$ cat config.mk
export PLATFORM = sky130hd
export DESIGN_NAME = mux_selector_pipe
export DESIGN_NICKNAME = d
export VERILOG_FILES = /design/src/rtl/mux_selector_pipe.sv
export SDC_FILE = /design/constraint.sdc
export NUM_CORES = 1
export LEC_CHECK = 0
export CELL_PAD_IN_SITES_DETAIL_PLACEMENT = 1
export CELL_PAD_IN_SITES_GLOBAL_PLACEMENT = 1
export CORE_AREA = 3 3 127 129
export CTS_CLUSTER_DIAMETER = 80
export DETAILED_ROUTE_END_ITERATION = 8
export DIE_AREA = 0 0 130 132
export DONT_BUFFER_PORTS = 1
export PLACE_DENSITY = 0.79
export SETUP_SLACK_MARGIN = 0.2
export SLEW_MARGIN = 20
export SYNTH_ARGS = -nofsm -noshare
export SYNTH_HDL_FRONTEND = slang
export SYNTH_SLANG_ARGS = --single-unit
$ cat constraint.sdc
create_clock -name clk -period 3.8 [get_ports clk]
set_input_delay 0.38 -clock clk [delete_from_list [all_inputs] [get_ports clk]]
set_output_delay 0.38 -clock clk [all_outputs]
set_load 0.1 [all_outputs]
$ cat src/rtl/mux_selector_pipe.sv
// rtl/mux_selector_pipe.sv - multi-lane flip/patch word selector with registered output and saturating stats
module mux_selector_pipe #(
  parameter int N = 16,
  parameter int LANES = 4,
  parameter int CNT_W = 16,
  parameter logic [N-1:0] PATCH_RESET = '0
) (
  input  logic                 clk,
  input  logic                 rst_n,
  input  logic                 in_valid,
  output logic                 in_ready,
  input  logic [LANES*N-1:0]   in_data,
  input  logic [LANES-1:0]     in_flip,
  input  logic [LANES-1:0]     in_patch,
  input  logic                 patch_load,
  input  logic [N-1:0]         patch_value,
  input  logic                 cnt_clear,
  output logic                 out_valid,
  input  logic                 out_ready,
  output logic [LANES*N-1:0]   out_data,
  output logic [2*LANES-1:0]   out_sel,
  output logic [CNT_W-1:0]     flip_count,
  output logic [CNT_W-1:0]     patch_count,
  output logic                 conflict
);

  localparam int SUM_W = CNT_W + $clog2(LANES) + 1;
  localparam logic [SUM_W-1:0] CNT_MAX = {{(SUM_W-CNT_W){1'b0}}, {CNT_W{1'b1}}};

  logic [N-1:0]         patch_reg;
  logic                 accept;
  logic [LANES*N-1:0]   sel_data;
  logic [2*LANES-1:0]   sel_code;
  logic [SUM_W-1:0]     flip_pop;
  logic [SUM_W-1:0]     patch_pop;
  logic [SUM_W-1:0]     flip_sum;
  logic [SUM_W-1:0]     patch_sum;
  logic                 any_conflict;

  assign in_ready = !out_valid || out_ready;
  assign accept   = in_valid && in_ready;

  // Patch beats flip: a lane with both bits set outputs the patch word and is not counted as flipped.
  always_comb begin
    sel_data     = '0;
    sel_code     = '0;
    flip_pop     = '0;
    patch_pop    = '0;
    any_conflict = 1'b0;
    for (int k = 0; k < LANES; k++) begin
      if (in_patch[k]) begin
        sel_data[k*N +: N] = patch_reg;
        sel_code[2*k +: 2] = 2'b10;
      end else if (in_flip[k]) begin
        sel_data[k*N +: N] = ~in_data[k*N +: N];
        sel_code[2*k +: 2] = 2'b01;
      end else begin
        sel_data[k*N +: N] = in_data[k*N +: N];
        sel_code[2*k +: 2] = 2'b00;
      end
      flip_pop     = flip_pop + {{(SUM_W-1){1'b0}}, (in_flip[k] & ~in_patch[k])};
      patch_pop    = patch_pop + {{(SUM_W-1){1'b0}}, in_patch[k]};
      any_conflict = any_conflict | (in_flip[k] & in_patch[k]);
    end
    flip_sum  = {{(SUM_W-CNT_W){1'b0}}, flip_count} + flip_pop;
    patch_sum = {{(SUM_W-CNT_W){1'b0}}, patch_count} + patch_pop;
  end

  always_ff @(posedge clk) begin
    if (!rst_n) begin
      out_valid <= 1'b0;
      out_data  <= '0;
      out_sel   <= '0;
    end else if (accept) begin
      out_valid <= 1'b1;
      out_data  <= sel_data;
      out_sel   <= sel_code;
    end else if (out_ready) begin
      out_valid <= 1'b0;
    end
  end

  always_ff @(posedge clk) begin
    if (!rst_n) begin
      patch_reg <= PATCH_RESET;
    end else if (patch_load) begin
      patch_reg <= patch_value;
    end
  end

  // Clear wins over same-cycle events so the host sees a clean zero after clearing.
  always_ff @(posedge clk) begin
    if (!rst_n || cnt_clear) begin
      flip_count  <= '0;
      patch_count <= '0;
      conflict    <= 1'b0;
    end else if (accept) begin
      flip_count  <= (flip_sum > CNT_MAX) ? CNT_MAX[CNT_W-1:0] : flip_sum[CNT_W-1:0];
      patch_count <= (patch_sum > CNT_MAX) ? CNT_MAX[CNT_W-1:0] : patch_sum[CNT_W-1:0];
      if (any_conflict) begin
        conflict <= 1'b1;
      end
    end
  end

endmodule

==> results of run 1 <==
[cells by family after synthesis]
family                   after synthesis  share of synthesized area, %
AND/OR/NAND/NOR                      318                          22.9
AO/OA/AOI/OAI                        188                          18.6
flip-flops                           122                          38.9
XOR/XNOR                              73                          10.2
buffers and inverters                 68                          4.41
multiplexers                          17                          2.71
adder cells (fa/ha/maj)                8                          2.31
[final timing paths]
kind	start	end	slack, ns
worst max-delay path	flip_count[0]	flip_count[10]	0.84
worst min-delay path	in_valid	out_valid	0.1
worst max register to register	flip_count[0]	flip_count[10]	0.84
worst min register to register	flip_count[12]	flip_count[12]	0.60
[area by class of cell]
| type | instances | share of cell area, % |
|---|---|---|
| Clock inverter | 9 | 2.37 |
| Sequential cell | 122 | 34.0 |
| Tap cell | 188 | 3.27 |
| Clock buffer | 22 | 6.32 |
| Multi-Input combinational cell | 604 | 49.5 |
| Inverter | 10 | 0.522 |
| Timing Repair Buffer | 37 | 4.04 |
[power groups by stage]
stage	Combinational, mW	Sequential (mW)	Clock, mW
global route	0.356	1.72	1.84
global placement	0.302	1.74	0
detailed placement	0.315	1.74	0
floorplan	0.273	1.73	0
finish	0.316	1.72	1.73
CTS	0.320	1.72	1.77
[cell usage after synthesis, types with 2 or more instances]
library cell	count
nand2_1	221
dfxtp_1	122
o21ai_0	83
xnor2_1	71
a21boi_0	70
clkbuf_1	41
nor2b_1	21
buf_2	17
mux2i_1	17
nor3_1	16
a21oi_1	14
nor2_1	14
a31oi_1	10
inv_1	10
nand3_1	9
and4_1	6
fa_1	6
nand4_1	5
and2_1	4
and3_1	4
nand2b_1	3
nor4_1	3
o21a_1	3
a22oi_1	2
ha_1	2
nor3b_1	2
or3_1	2
xor2_1	2
[routing by layer]
layer | GRT usage, % | share of wire, %
met1 | 28.6 | 40
met2 | 39.5 | 48
met3 | 8.55 | 9.3
met4 | 8.72 | 2.6
met5 | 0 | 0
[through the flow]
stage / setup WS, ns / hold WS [ns] / util (%) / cell area [sq um]
2_1_floorplan: 0.540 / 0.504 / - / 6270
3_3_place_gp: 0.870 / 0.506 / 43.3 / 6560
4_1_cts: 0.839 / 0.0814 / 47.5 / 7190
3_5_place_dp: 0.695 / 0.511 / 43.3 / 6560
6_report: 0.843 / 0.0995 / 47.5 / 7190
5_1_grt: 0.654 / 0.0781 / 47.5 / 7190
==> flow_summary.toml, run 1 <==
[worst_setup_path]
cp_cell_sequence = "fa_1, inv_1, fa_1, inv_1, fa_1, nand2_1, nor4b_4, and4_1, o21ai_0, a31oi_1"
crit_slowest_cell = "fa_1"
end_kind = "register"
worstPathArrival_ns = 3.29
r2r_cells = 10
crit_buf_inv = 2
crit_family = "adder cells"
start_kind = "register"
crit_path_max_fanout = 8
max_stage_delay_ns = 0.56
cp_common_cell = "fa_1"
critPathRequiredTime_ns = 4.13
cp.depth = 10
path_class = "register to register"

[cts]
clockBufferDepth = 2
postCtsSetupBuffers = 0
cts_num_sinks = 122
clk_pin_slew_worst_paths_ns = 0.05
cts_hold_buf = 0
cts_tree = "yes"
cts_root_buffer = "clkbuf_16"
cts_resized = 0
htreeDepth = 4
cts_made_buffers = 17
clkLatencyLatePin_ns = 0.41

[timing]
rsz0062_at_grt = "false"
slew_headroom_pct = 30.3
hold_viol_final = 0
maxSlewViolCount = 0
fmax_ghz = 0.338
post-route-min-period_ns = 2.96
finalSetupTns_ns = 0
fin_crit_sh_pct = 77.8
fin_skew_ns = 0.00597
tightest_slew_ns = 1.04
finalSetupViolations = 0

[pwr]
power_frac_seq_pct = 45.6
p_switching_mw = 1.11
power.density_nw_per_um2 = 524
combPwrFrac_pct = 8.4
finalPower_mw = 3.76
ir_drop_mv = 0.290
leakagePower_nw = 2.54
p_int_mw = 2.65
clkPwrFrac_pct = 46.0
p_sw_share_pct = 29.6

[logic_synthesis]
synth_area_sq_um = 6270
syn_inst = 794
synth_top_area_share_pct = 38.9
synthesis.nets = 896
synth-edff-count = 0
synth.area.top_cells = "dfxtp_1 (39%), nand2_1 (13%), xnor2_1 (9.9%)"
synth_ff_type = "dfxtp_1"
yosysTopAreaCell = "dfxtp_1"
async_reset_ff_share_pct = 0
ys_seq_area_share_pct = 38.9
syn_area_per_cell_sq_um = 7.90
ys_types = 42
yosys_warnings = 0
ys_ff_latch = 122

[floorplan]
die_x_microns = 130
pin_count = 201
dieHeight_microns = 132
num_rows = 45
start_util_pct = 41.4
dieArea_sq_um = 17200
core-area_sq_um = 15100

[detailed_routing]
viasPerCell = 5.54
drc = 0
post_drt_wl_per_cell_microns = 20.9
finalWirelength_microns = 20700
first_iter_violations = 267
num_vias = 5494
drtAntennaViolNets = 0
drt_pre_antenna_iters = 4

[placed_design]
place.gp.congestion = 0.850
dp.cells = 961
port_buffers = 0
dpl.hpwl_microns = 14700

[cells_and_area]
drive_above_1_share_pct = 8.96
largest_reg_flops = 64
final_common_cell = "nand2_1"
layout_common_cells = "nand2_1 (220), dfxtp_1 (122), o21ai_0 (83)"
nets = 894
regMostFlops = "out_data"
diodes = 0
register_area_sq_um = 2440
nFillCells = 1824
multi_input_area_sq_um = 3560
area_delta_synth_final_pct = 14.6
instances_no_fill = 992

[global_route]
antenna_found_initial = 0
grt_max_degree = 92
grt_overflow_total = 0
grt_pass1_vias = 5843
grt_pass1_wl_microns = 32000
grt_use_total_pct = 24.0

[run_status]
status = "finished clean"

[flow_run]
max-cap-violations = 0

[min_path]
hold_depth = 1
worstHoldPathType = "input port to register"
(Power assumes the default switching activity.)
==> run 2: changes to the inputs <==
==> constraint.sdc (replaced) <==
create_clock -name clk -period 2.8 [get_ports clk]
set_input_delay 0.28 -clock clk [delete_from_list [all_inputs] [get_ports clk]]
set_output_delay 0.28 -clock clk [all_outputs]
set_load 0.1 [all_outputs]
==> run 2 against run 1 <==
Worst hold slack got worse by 0.081 ns. Non-clock buffer count rose by 14. Critical path depth rose by 1. Highest routed layer unchanged.
==> flow_summary.toml, run 2 (synthesis results as in run 1) <==
[worst_setup_path]
max_stage_delay_ns = 0.48
end_kind = "register"
crit_slowest_cell = "fa_1"
path_class = "register to register"
r2r_start = "flip_count[0]"
cp_cell_sequence = "fa_1, inv_1, fa_2, inv_2, fa_2, nand2_2, nor4b_4, buf_4, and4_1, o21ai_1, a31oi_1"
cp-startpoint = "flip_count[0]"
cp_common_cell = "fa_2"
crit_buf_inv = 3
crit_family = "adder cells"
reg2reg_slack_ns = 0.25
start_kind = "register"
crit_path_max_fanout = 7
critPathRequiredTime_ns = 3.14
worstPathArrival_ns = 2.89

[cells_and_area]
final_common_cell = "nand2_1"
nets = 908
largest_reg_flops = 64
layout_common_cells = "nand2_1 (219), dfxtp_1 (119), o21ai_0 (82)"
instances_no_fill = 1007
fin_util_pct = 48.1
area_delta_synth_final_pct = 16.1
regMostFlops = "out_data"
drive_above_1_share_pct = 11.5
diodes = 0

[floorplan]
die_x_microns = 130
dieArea_sq_um = 17200
start_util_pct = 41.4
dieHeight_microns = 132
num_rows = 45
pin_count = 201
core-area_sq_um = 15100

[global_route]
grt_overflow_total = 0
met1_usage_pct = 28.2
grt_use_met3_pct = 9.60
grtUsageMet2_pct = 39.8
grt_pass1_wl_microns = 32700
grt_pass1_vias = 6059
antenna_found_initial = 0
grt_max_degree = 80
grt.busiest_layer = "met2"
grt_use_total_pct = 24.6

[timing]
post-route-min-period_ns = 2.55
tightest_slew_ns = 1.05
slew_headroom_pct = 29.8
rsz0062_at_grt = "true"
fin_skew_ns = 0.00573
maxSlewViolCount = 0
hold-worst-slack_ns = 0.0188
finalSetupViolations = 0
fin_crit_sh_pct = 91.1
fmax_ghz = 0.392
hold_viol_final = 0
finalSetupTns_ns = 0

[cts]
htreeDepth = 4
cts_num_sinks = 122
cts_made_buffers = 17
clockBufferDepth = 2
clkLatencyLatePin_ns = 0.42
cts_root_buffer = "clkbuf_16"
cts_tree = "yes"
clk_pin_slew_worst_paths_ns = 0.05

[placed_design]
dpl.hpwl_microns = 14800
port_buffers = 0
dp.cells = 968
place.gp.congestion = 0.921

[min_path]
hold_start = "in_patch[0]"
worstHoldPathType = "input port to register"

[flow_run]
max-cap-violations = 0

[pwr]
finalPower_mw = 4.87
p_switching_mw = 1.54
ir_drop_mv = 0.389
clkPwrFrac_pct = 42.8
leakagePower_nw = 2.59
combPwrFrac_pct = 9.9
p_sw_share_pct = 31.7
power_frac_seq_pct = 47.2
p_int_mw = 3.33
power.density_nw_per_um2 = 668

[detailed_routing]
num_vias = 5658
first_iter_violations = 254
drtAntennaViolNets = 0
finalWirelength_microns = 21300
viasPerCell = 5.62
post_drt_wl_per_cell_microns = 21.1
drc = 0
drt_pre_antenna_iters = 4

[run_status]
status = "finished clean"
-- run 2: cell count changes in the layout (fill, tap and decap cells not counted), moves of 2 or more --
cell | previous run | this run
buf_4 | 36 | 45
bufinv_16 | 5 | 1
dlygate4sd3_1 | 0 | 4
clkbuf_8 | 1 | 4
dfxtp_1 | 122 | 119
dfxtp_2 | 0 | 3
clkinv_2 | 4 | 6
fa_1 | 6 | 4
fa_2 | 0 | 2
nor2b_1 | 21 | 19
nor2b_4 | 1 | 3
-- run 2: final cells by class --
type	instances	area, sq um
repair buffers	51	418
fillers	1827	7870
flip-flops and latches	122	2450
inverters	10	37.5
well taps	188	235
clock buffers	24	492
multi-input cells	604	3580
clock inverters	8	67.6
-- run 2: final timing paths --
check / depth (start not counted) / endpoint
setup / recovery: 11 / flip_count[10]
hold / removal: 2 / out_sel[1]
setup reg to reg: 11 / flip_count[10]
hold reg to reg: 2 / out_data[14]
-- run 2: timing repair --
item	4_1_cts	5_1_grt
hold buffers	4	0
setup buffers	3	0
pin swaps	4	0
gates resized for setup	0	1
setup endpoints to repair	10	4
hold endpoints to repair	15	0
-- run 2: per-stage QoR --
step	cell area (sq um)	setup WS [ns]
final	7280	0.250
after global routing	7280	0.154
after CTS	7280	0.255
after detailed placement	6650	-0.0463
after global placement	6650	0.0472
after floorplan	6340	-0.143
-- run 2: routing by layer --
metal / part of all wire (%) / up-vias / wire length (microns)
met5: 0 / - / 0
met4: 3.7 / 0 / 778
met3: 9.3 / 52 / 1980
met2: 47 / 203 / 9910
met1: 40 / 2729 / 8600
li1: - / 2674 / -
-- run 2: power by group through the flow --
stage          Sequential [mW]  Combinational (mW)  Clock [mW]
3_5_place_dp              2.34               0.476           0
4_1_cts                   2.30               0.489        2.12
2_1_floorplan             2.36               0.382           0
5_1_grt                   2.31               0.539        2.21
6_report                  2.30               0.484        2.08
3_3_place_gp              2.33               0.453           0
